`src/rtl/mismatch_scoreboard.sv`:
```
// mismatch_scoreboard
// Response checker for the consuming end of a stimulus/compare flow. It counts
// accepted samples and mismatching samples, timestamps the first mismatch in
// RUN cycles, and exposes the report once the run has stopped.
// Optional feature macro: SCOREBOARD_PER_OUTPUT_EN adds one saturating error
// counter per compared output, read back through rd_idx/rd_errors.
module mismatch_scoreboard #(
    parameter int WIDTH = 3,
    parameter int CW    = 32,
    localparam int IW   = (WIDTH > 1) ? $clog2(WIDTH) : 1
) (
    input  logic             clk,
    input  logic             reset,
    input  logic             start,
    input  logic             stop,
    input  logic             sample_valid,
    input  logic [WIDTH-1:0] ref_vec,
    input  logic [WIDTH-1:0] dut_vec,
    output logic             busy,
    output logic             done,
    output logic             mismatch,
    output logic [CW-1:0]    total_samples,
    output logic [CW-1:0]    total_errors,
    output logic             first_err_valid,
    output logic [CW-1:0]    first_err_cycle,
    input  logic [IW-1:0]    rd_idx,
    output logic [CW-1:0]    rd_errors
);

    localparam logic [1:0] ST_IDLE = 2'd0;
    localparam logic [1:0] ST_RUN  = 2'd1;
    localparam logic [1:0] ST_DONE = 2'd2;

    // Counters stick at all-ones instead of wrapping to zero.
    function automatic logic [CW-1:0] sat_inc(input logic [CW-1:0] v);
        return (&v) ? v : (v + {{(CW-1){1'b0}}, 1'b1});
    endfunction

    logic [1:0]       state_q,    state_d;
    logic [CW-1:0]    cycle_q,    cycle_d;
    logic [CW-1:0]    samples_q,  samples_d;
    logic [CW-1:0]    errors_q,   errors_d;
    logic             mismatch_q, mismatch_d;
    logic             fev_q,      fev_d;
    logic [CW-1:0]    fec_q,      fec_d;

    logic             in_run;
    logic             clear;
    logic             accept;
    logic [WIDTH-1:0] err_bits;

    // Any non-RUN state (including an unreachable encoding) may launch a run;
    // start wins over a simultaneous stop there because stop is only looked
    // at in RUN.
    assign in_run   = (state_q == ST_RUN);
    assign clear    = !in_run && start;
    assign accept   = in_run && sample_valid;
    assign err_bits = ref_vec ^ dut_vec;

    // Next-state logic for the FSM and the shared run report.
    always_comb begin
        state_d    = state_q;
        cycle_d    = cycle_q;
        samples_d  = samples_q;
        errors_d   = errors_q;
        mismatch_d = mismatch_q;
        fev_d      = fev_q;
        fec_d      = fec_q;

        case (state_q)
            ST_IDLE: if (start) state_d = ST_RUN;
            ST_RUN:  if (stop)  state_d = ST_DONE;
            ST_DONE: if (start) state_d = ST_RUN;
            default: state_d = start ? ST_RUN : ST_IDLE;
        endcase

        if (clear) begin
            cycle_d    = '0;
            samples_d  = '0;
            errors_d   = '0;
            mismatch_d = 1'b0;
            fev_d      = 1'b0;
            fec_d      = '0;
        end else if (in_run) begin
            // cycle_q is the index of the current RUN cycle, so it is the
            // timestamp for a mismatch seen now; it advances valid or not.
            cycle_d = sat_inc(cycle_q);
            if (accept) begin
                samples_d  = sat_inc(samples_q);
                mismatch_d = |err_bits;
                if (|err_bits) begin
                    errors_d = sat_inc(errors_q);
                    if (!fev_q) begin
                        fev_d = 1'b1;
                        fec_d = cycle_q;
                    end
                end
            end
        end
    end

    // State and report registers; reset discards any partial report.
    always_ff @(posedge clk) begin
        if (reset) begin
            state_q    <= ST_IDLE;
            cycle_q    <= '0;
            samples_q  <= '0;
            errors_q   <= '0;
            mismatch_q <= 1'b0;
            fev_q      <= 1'b0;
            fec_q      <= '0;
        end else begin
            state_q    <= state_d;
            cycle_q    <= cycle_d;
            samples_q  <= samples_d;
            errors_q   <= errors_d;
            mismatch_q <= mismatch_d;
            fev_q      <= fev_d;
            fec_q      <= fec_d;
        end
    end

    assign busy            = (state_q == ST_RUN);
    assign done            = (state_q == ST_DONE);
    assign mismatch        = mismatch_q;
    assign total_samples   = samples_q;
    assign total_errors    = errors_q;
    assign first_err_valid = fev_q;
    assign first_err_cycle = fec_q;

`ifdef SCOREBOARD_PER_OUTPUT_EN
    logic [CW-1:0] err_cnt_q [WIDTH];
    logic [CW-1:0] err_cnt_d [WIDTH];

    // Each set bit of err_bits charges one error to its own output.
    always_comb begin
        err_cnt_d = err_cnt_q;
        if (clear) begin
            for (int i = 0; i < WIDTH; i++) err_cnt_d[i] = '0;
        end else if (accept) begin
            for (int i = 0; i < WIDTH; i++) begin
                if (err_bits[i]) err_cnt_d[i] = sat_inc(err_cnt_q[i]);
            end
        end
    end

    // Per-output counter registers.
    always_ff @(posedge clk) begin
        if (reset) begin
            for (int i = 0; i < WIDTH; i++) err_cnt_q[i] <= '0;
        end else begin
            err_cnt_q <= err_cnt_d;
        end
    end

    // Out-of-range selects read as zero rather than aliasing a real output.
    always_comb begin
        rd_errors = '0;
        if (int'(rd_idx) < WIDTH) rd_errors = err_cnt_q[rd_idx];
    end
`else
    logic unused_rd_idx;
    assign unused_rd_idx = ^rd_idx;
    assign rd_errors     = '0;
`endif

endmodule

```
`config.mk`:
```
export PLATFORM = sky130hd
export DESIGN_NAME = mismatch_scoreboard
export DESIGN_NICKNAME = d
export VERILOG_FILES = /design/src/rtl/mismatch_scoreboard.sv
export SDC_FILE = /design/constraint.sdc
export NUM_CORES = 1
export LEC_CHECK = 0
export BUFFER_PORTS_ARGS = -buffer_cell sky130_fd_sc_hd__buf_2
export CAP_MARGIN = 20
export CORE_MARGIN = 5
export CORE_UTILIZATION = 56
export CTS_BUF_LIST = sky130_fd_sc_hd__clkbuf_2 sky130_fd_sc_hd__clkbuf_4 sky130_fd_sc_hd__clkbuf_8
export CTS_CLUSTER_DIAMETER = 100
export DETAILED_ROUTE_END_ITERATION = 10
export GPL_ROUTABILITY_DRIVEN = 0
export PLACE_DENSITY = 0.83
export SLEW_MARGIN = 20
export SYNTH_ARGS = -nofsm -noshare
export SYNTH_HDL_FRONTEND = slang
export SYNTH_SLANG_ARGS = --single-unit
```
`constraint.sdc`:
```
create_clock -name clk -period 2.9 [get_ports clk]
set_clock_uncertainty 0.2 [all_clocks]
set_input_delay 0.435 -clock clk [delete_from_list [all_inputs] [get_ports clk]]
set_output_delay 0.435 -clock clk [all_outputs]
set_load 0.005 [all_outputs]
```
==> metrics <==
synthesized-area fraction occupied by adder cells=0.603%; Yosys top cell by area=dfxtp_1; largest net degree at the start of global routing=84; Pre-antenna DRT Iters=4; minimum clock period=2440 ps; fmax=0.410 GHz; critical path class=register to register; crit start category=register; Tightest Pin Transition=659 ps; Post-synth ARST share=0%; Final Cell Area=7260 µm²; CP Max Fanout=8; Ports=145; HPWL after DPL=9900 µm; final setup fails=0; Initial Util=57.2%; number of global-route vias before repair=4842; num rows=38; Tot GR Track Use=21.6%; Vias=5547; Critical Path RT=3020 ps; CTS tree=done; largest family of logic cells by synthesized area=simple AND/OR/NAND/NOR gates; Die X=115 µm; top post-synthesis cells by area=dfxtp_1, xor2_1, nand2_1; final core utilization=66.6%; synth warn=0; clk buf depth=2; ANT nets after route=0; share of cells above drive strength 1=19.2%; simple-gate share of the synthesized area=31.9%; core area=10900 µm²; Seq cells post-synth=132; area grow syn2layout=16.5%; worst hold-check path type=primary input to register; Worst Path Arrival=2560 ps; CP Capture Type=register; commonest cells after routing, fill and taps aside=dfxtp_1, buf_2, nand2_1; diode count=0; Residual DRC=0; routed wire length=14300 µm; Nets=886; clock transition at the registers of the reported paths=70 ps; Wirelength per Cell=14.0 µm; Netlist cell types=50; Synth Instances=758; Hold WS=81.4 ps; area fraction in compound gates after synthesis=6.81%; first-pass GRT wire length=23300 µm; placed cell area=6820 µm²; gr ovfl total=0; Post-CTS Repair Setup Buffers=0; initial antenna violation count=0; Slew headroom=56.0%; Yosys top cell area share=42.4%; RSZ-0062 raised after global routing=no; Die Y=115 µm; TritonCTS Buffers=17; Final Hold Vio Count=0; MaxCap Viol Count=0; synthesized area per cell=8.21 µm²; Top FF cell, synth=dfxtp_1; status=completed; fin crit share=84.1%; DIE AREA=13300 µm²; Post-synth EDFFs=0; Sink Count=132; sequential-to-total area share from yosys stat=42.4%; commonest non-fill, non-tap cell in the layout=dfxtp_1; XOR/XNOR share of the synthesized area=11.4%; port bufs=110; CTS root buf=clkbuf_8; Lkg Pwr=2.83 nW; drt via density=5.43; setup TNS=0 ps; total power per unit cell area=496 nW/µm²; maximum vdd drop=363 µV; fin. max-slew vios=0; 1st-iter DRT viols=372; H-tree depth=4; Mapped Area=6230 µm²; multiplexer share of the synthesized area=0.161%; clk_lat worst skew=450 ps
==> stage by stage <==
stage	std cells	setup slack [ps]	power [mW]
global placement	990	590	2.00
finish	1022	460	3.60
CTS	1022	518	3.63
floorplan	789	751	1.98
detailed placement	990	542	2.00
global route	1022	297	3.73
==> metal layers <==
layer / GRT usage, % / up-vias / part of all wire, %
li1: - / 2788 / -
met1: 29.3 / 2548 / 45
met2: 33.0 / 194 / 46
met3: 5.95 / 17 / 7.9
met4: 8.14 / 0 / 1.3
met5: 0 / - / 0
==> logic make-up (layout without fill, tap and decap cells) <==
family	count (synthesis)	in the layout
AO/OA/AOI/OAI	72	72
XOR/XNOR	81	81
adder cells (fa/ha/maj)	3	3
buffers and inverters	72	165
flip-flops	132	132
multiplexers	1	1
other	1	32
AND/OR/NAND/NOR	396	396
==> where the power goes <==
| part | total, mW | leakage (nW) | switching [mW] | internal [mW] |
|---|---|---|---|---|
| logic | 0.135 | 1.56 | 0.101 | 0.0341 |
| clock network | 1.64 | 0.204 | 0.697 | 0.941 |
| registers | 1.82 | 1.06 | 0.00699 | 1.82 |
| total | 3.60 | 2.83 | 0.805 | 2.79 |
==> cell usage after synthesis (3+ instances only) <==
cell,count
dfxtp_1,132
nand2_1,105
nor2_1,96
xor2_1,62
nand4_1,50
a21oi_1,48
nand3_1,42
buf_4,33
clkbuf_1,26
and3_1,21
xnor2_1,19
nor3_1,17
nor4_1,13
or3_1,13
o21ai_0,12
and4_1,10
inv_1,8
and2_1,4
or4_1,4
ha_1,3
nand2b_1,3
o211ai_1,3
==> worst max-delay path, stage by stage, from the launching register on <==
cell	delay, ps
dfxtp_1	450
ha_1	360
nand3_1	190
nor3_1	300
nand4_1	330
nor3_1	280
xnor2_1	150
nor2_1	50
==> area by class of cell <==
class	count	area (µm²)
Clock buffer	23	298
Clock inverter	8	125
Fill cell	963	3630
Inverter	8	30.0
Multi-Input combinational cell	585	3300
Sequential cell	132	2640
Tap cell	140	175
Timing Repair Buffer	126	686
==> timing repair <==
| item | 4_1_cts | 5_1_grt |
|---|---|---|
| gates resized for setup | 0 | 0 |
| hold buffers | 1 | 0 |
| endpoints found under the hold margin | 2 | 0 |
==> registers in the layout (all words and copies together), names as in the netlist <==
name and count:
cycle_q 32, first_err_cycle 32, total_errors 32, total_samples 32, state_q 2, first_err_valid 1
mismatch 1
==> worst paths after layout <==
path                      start                 end  depth (start not counted)  slack [ps]
min                        stop          state_q[1]                          3          80
min reg2reg  first_err_cycle[6]  first_err_cycle[6]                          2         250
max             total_errors[0]    total_errors[30]                          7         460
max reg2reg     total_errors[0]    total_errors[30]                          7         460
(Power assumes the default switching activity.)
